$ cat config.mk
export PLATFORM = sky130hd
export DESIGN_NAME = updown_counter_param
export DESIGN_NICKNAME = d
export VERILOG_FILES = /design/src/rtl/updown_counter_param.sv
export SDC_FILE = /design/constraint.sdc
export NUM_CORES = 1
export LEC_CHECK = 0
export CAP_MARGIN = 20
export CORE_MARGIN = 4
export CORE_UTILIZATION = 42
export DETAILED_ROUTE_END_ITERATION = 12
export MAX_ROUTING_LAYER = met4
export PLACE_DENSITY = 0.78
export SYNTH_ARGS = -nofsm -noshare
export SYNTH_HDL_FRONTEND = slang
export SYNTH_SLANG_ARGS = --single-unit
export TNS_END_PERCENT = 100
$ cat constraint.sdc
create_clock -name clk -period 2.6 [get_ports clk]
set_input_delay 0.26 -clock clk [delete_from_list [all_inputs] [get_ports clk]]
set_output_delay 0.26 -clock clk [all_outputs]
set_load 0.005 [all_outputs]
$ cat src/rtl/updown_counter_param.sv
// Parametrised up/down counter with programmable modulus, load, wrap/saturate, tc pulse and sticky ovf.
// Optional prescaler (div_val port) is enabled by defining COUNTER_PRESCALE_EN.
module updown_counter_param #(
    parameter int WIDTH = 4,
    parameter int DIV_W = 8
) (
    input  logic             clk,
    input  logic             reset,
    input  logic             en,
    input  logic             up_dn,
    input  logic             load,
    input  logic [WIDTH-1:0] load_val,
    input  logic [WIDTH-1:0] max_val,
    input  logic             sat_mode,
    input  logic             clr_ovf,
`ifdef COUNTER_PRESCALE_EN
    input  logic [DIV_W-1:0] div_val,
`endif
    output logic [WIDTH-1:0] count,
    output logic             tc,
    output logic             ovf
);

    if (WIDTH < 2) begin : g_bad_width
        $error("updown_counter_param: WIDTH must be >= 2");
    end
    if (DIV_W < 1) begin : g_bad_div_w
        $error("updown_counter_param: DIV_W must be >= 1");
    end

    logic             w_tick;
    logic             w_step;
    logic             w_term;
    logic [WIDTH-1:0] w_next;

`ifdef COUNTER_PRESCALE_EN
    logic [DIV_W-1:0] r_presc;

    assign w_tick = (r_presc == div_val);

    // Prescaler freezes with en low and restarts its period on load.
    always_ff @(posedge clk) begin
        if (reset || load) begin
            r_presc <= '0;
        end else if (en) begin
            r_presc <= w_tick ? '0 : r_presc + 1'b1;
        end
    end
`else
    assign w_tick = 1'b1;
`endif

    assign w_step = en & w_tick;

    // Up terminal uses >= so a loaded value above max_val still terminates.
    always_comb begin
        w_term = 1'b0;
        w_next = count;
        if (up_dn) begin
            w_term = (count >= max_val);
            if (!w_term) begin
                w_next = count + 1'b1;
            end else if (!sat_mode) begin
                w_next = '0;
            end
        end else begin
            w_term = (count == '0);
            if (!w_term) begin
                w_next = count - 1'b1;
            end else if (!sat_mode) begin
                w_next = max_val;
            end
        end
    end

    always_ff @(posedge clk) begin
        if (reset) begin
            count <= '0;
            tc    <= 1'b0;
            ovf   <= 1'b0;
        end else if (load) begin
            count <= load_val;
            tc    <= 1'b0;
            ovf   <= ovf & ~clr_ovf;
        end else if (w_step) begin
            count <= w_next;
            tc    <= w_term;
            ovf   <= w_term | (ovf & ~clr_ovf);
        end else begin
            tc    <= 1'b0;
            ovf   <= ovf & ~clr_ovf;
        end
    end

endmodule

==> flow_metrics.env <==
export IMPL_outcome="finished, final reports clean"
export IMPL_arrival_ps=2180
export IMPL_path_max_fanout=8
export IMPL_drv_slew=0
export IMPL_numCtsBuffers=3
export IMPL_viasPerCell=5.29
export IMPL_cts_resized=0
export IMPL_wirelength_um=1260
export IMPL_fp_dieW_um=44.2
export IMPL_reg2reg_depth=7
export IMPL_grt_overflow=0
export IMPL_routabilityCongestion=0.812
export IMPL_hold_class="register to register"
export IMPL_layout_cells_non_filler=101
export IMPL_ys_seq_area_share_pct=21.8
export IMPL_max_freq_ghz=0.491
export IMPL_synth_distinct_cells=31
export IMPL_path_buf_inv=1
export IMPL_numClockSinks=6
export IMPL_whs_ps=467
export IMPL_final_common_cell="clkdlybuf4s50_1"
export IMPL_postCtsHoldBufs=0
export IMPL_grt_pass1_wl_um=2130
export IMPL_p_clk_share_pct=25.7
export IMPL_cp_required_ps=2740
export IMPL_postCtsSetupBuffers=0
export IMPL_io_pin_count=21
export IMPL_power_density_mw_per_mm2=442
export IMPL_drc=0
export IMPL_reg2reg_to="count[0]"
export IMPL_startpoint_type="register"
export IMPL_seqPwrFrac_pct=34.1
export IMPL_tightest_slew_ps=393
export IMPL_vias=534
export IMPL_insertion_delay_ps=250
export IMPL_drive_gt1_share_pct=10.3
export IMPL_p_sw_uw=113
export IMPL_grt_max_degree=12
export IMPL_synth_top_area_share_pct=21.8
export IMPL_ys_ff_latch=6
export IMPL_firstDrtPassIters=4
export IMPL_critPathTopFamily="compound AO/OA/AOI/OAI gates"
export IMPL_reg2reg_slack_ps=560
export IMPL_row_count=12
export IMPL_finalSetupTns_ps=0
export IMPL_num_antenna_cells=0
export IMPL_final_nets=110
export IMPL_setup_viol=0
export IMPL_max_cap_violations=0
export IMPL_antenna_found_initial=0
export IMPL_die_h_um=44.2
export IMPL_p_leak_uw=0.000313
export IMPL_rsz0062_at_grt="no"
export IMPL_critPathSlowestCell="dfxtp_1"
export IMPL_synth_area_um2=552
export IMPL_synthCells=66
export IMPL_synth_area_per_cell_um2=8.36
export IMPL_cts_max_path_buffers=2
export IMPL_endpoint="count[0]"
export IMPL_start_util_pct=47.1
export IMPL_fin_skew_ps=2.78
export IMPL_cts_root_buf="clkbuf_4"
export IMPL_dpl_worst_slack_ps=309
export IMPL_clk_pin_slew_ps=40
export IMPL_period_share_pct=78.4
export IMPL_synth_area_leaders="dfxtp_1, ha_1, inv_1, o32ai_4, a21oi_1"
export IMPL_core_area_mm2=0.00117
export IMPL_swShare_pct=32.7
export IMPL_ys_async_sr_fraction_pct=0
export IMPL_crit_cells=7
export IMPL_drt_initial_drc_count=10
export IMPL_port_buffers=20
export IMPL_wl_per_cell_um=12.4
export IMPL_dpl_hpwl_um=1010
export IMPL_grtUsageTotal_pct=15.4
export IMPL_die_area_mm2=0.00196
export IMPL_cpPeakStageDelay_ps=440
export IMPL_yosys_area_top_type="dfxtp_1"
export IMPL_yosysWarnings=0
export IMPL_period_needed_ps=2040
export IMPL_crit_start="count[0]"
export IMPL_peakVddDrop_v=0.000324
export IMPL_synth_fp_nets=87
export IMPL_synthFlopType="dfxtp_1"
export IMPL_setup_ws_ps=563
export IMPL_p_int_uw=233
export IMPL_ctsHtreeMaxLevel=1
export IMPL_pwr_share_comb_pct=40.2
export IMPL_max_slew_margin_pct=73.7
export IMPL_cp_end_kind="register"
export IMPL_final_cell_mix="clkdlybuf4s50_1, inv_1, ha_1, dfxtp_1"
export IMPL_cts_tree="yes"
export IMPL_synth_edf_count=0
export IMPL_crit_chain="inv_1 -> ha_1 -> nor3b_1 -> o2111a_2 -> o32ai_4 -> nor3_1 -> a32o_1"
export IMPL_antenna_left=0
export IMPL_r2r_start="count[0]"
export IMPL_hold_viol=0
export IMPL_syn_to_final_growth_pct=42.2
export IMPL_dpl_cell_count=98
export IMPL_first_global_vias=506
export IMPL_path_class="register to register"
export IMPL_fillers=103
==> power by group through the flow <==
stage          clock network [µW]  logic, µW  registers [µW]
4_1_cts                      91.8        140             118
5_1_grt                       102        157             120
2_1_floorplan                   0       85.1             117
6_report                     88.9        139             118
3_5_place_dp                    0        139             120
3_3_place_gp                    0        137             119
==> state kept, by name, summed over array words and instances, names as in the netlist <==
signal,count
ovf,1
tc,1
count,4
==> final cells by class <==
cell class / instances / area [µm²] / share of cell area [%]
Timing Repair Buffer: 20 / 200 / 25.5
Sequential cell: 6 / 120 / 15.3
Multi-Input combinational cell: 48 / 387 / 49.3
Tap cell: 14 / 17.5 / 2.23
Clock buffer: 3 / 22.5 / 2.87
Inverter: 10 / 37.5 / 4.78
==> stage by stage <==
step / total power [µW] / utilization [%] / cell area [µm²]
2_1_floorplan: 202 / - / 552
3_3_place_gp: 257 / 65.1 / 762
3_5_place_dp: 259 / 65.1 / 762
4_1_cts: 350 / 67.0 / 785
5_1_grt: 379 / 67.0 / 785
6_report: 347 / 67.0 / 785
==> metal layers <==
layer	global-route usage [%]	share of wire, %	wire length (µm)	vias to the layer above
li1	-	-	-	283
met1	18.4	47	591	234
met3	7.32	6.4	81	2
met4	7.23	1.1	14	0
met5	-	0	0	-
met2	21.5	45	568	15
==> cells in the mapped netlist, types with 2 or more instances <==
cell type and instances:
o211ai_1 2, dfxtp_1 6, nand2_1 4, ha_1 6
nor2b_1 3, nand3b_1 2, o21ai_0 4, a21oi_1 4
nor3_1 2, nor2_1 2, a32o_1 2, inv_1 10
==> tightest hold or removal path, delay by kind of cell (launching register included) <==
family	cells	cell delay (ps)
flip-flops	1	300
AND/OR/NAND/NOR	1	60
AO/OA/AOI/OAI	1	60
==> worst min path at each step <==
| stage | start | endpoint | slack [ps] | cells past startpoint |
|---|---|---|---|---|
| after detailed placement | ovf | ovf | 460 | 2 |
| after global placement | ovf | ovf | 460 | 2 |
| after CTS | ovf | ovf | 470 | 2 |
| after floorplan | en | tc | 420 | 2 |
| final | ovf | ovf | 470 | 2 |
| after global routing | ovf | ovf | 510 | 2 |
==> cell families after synthesis <==
family	share of synthesized area, %
AO/OA/AOI/OAI	30.6
AND/OR/NAND/NOR	22.7
adder cells (fa/ha/maj)	13.6
XOR/XNOR	3.18
flip-flops	21.8
buffers and inverters	8.16
(Power assumes the default switching activity.)
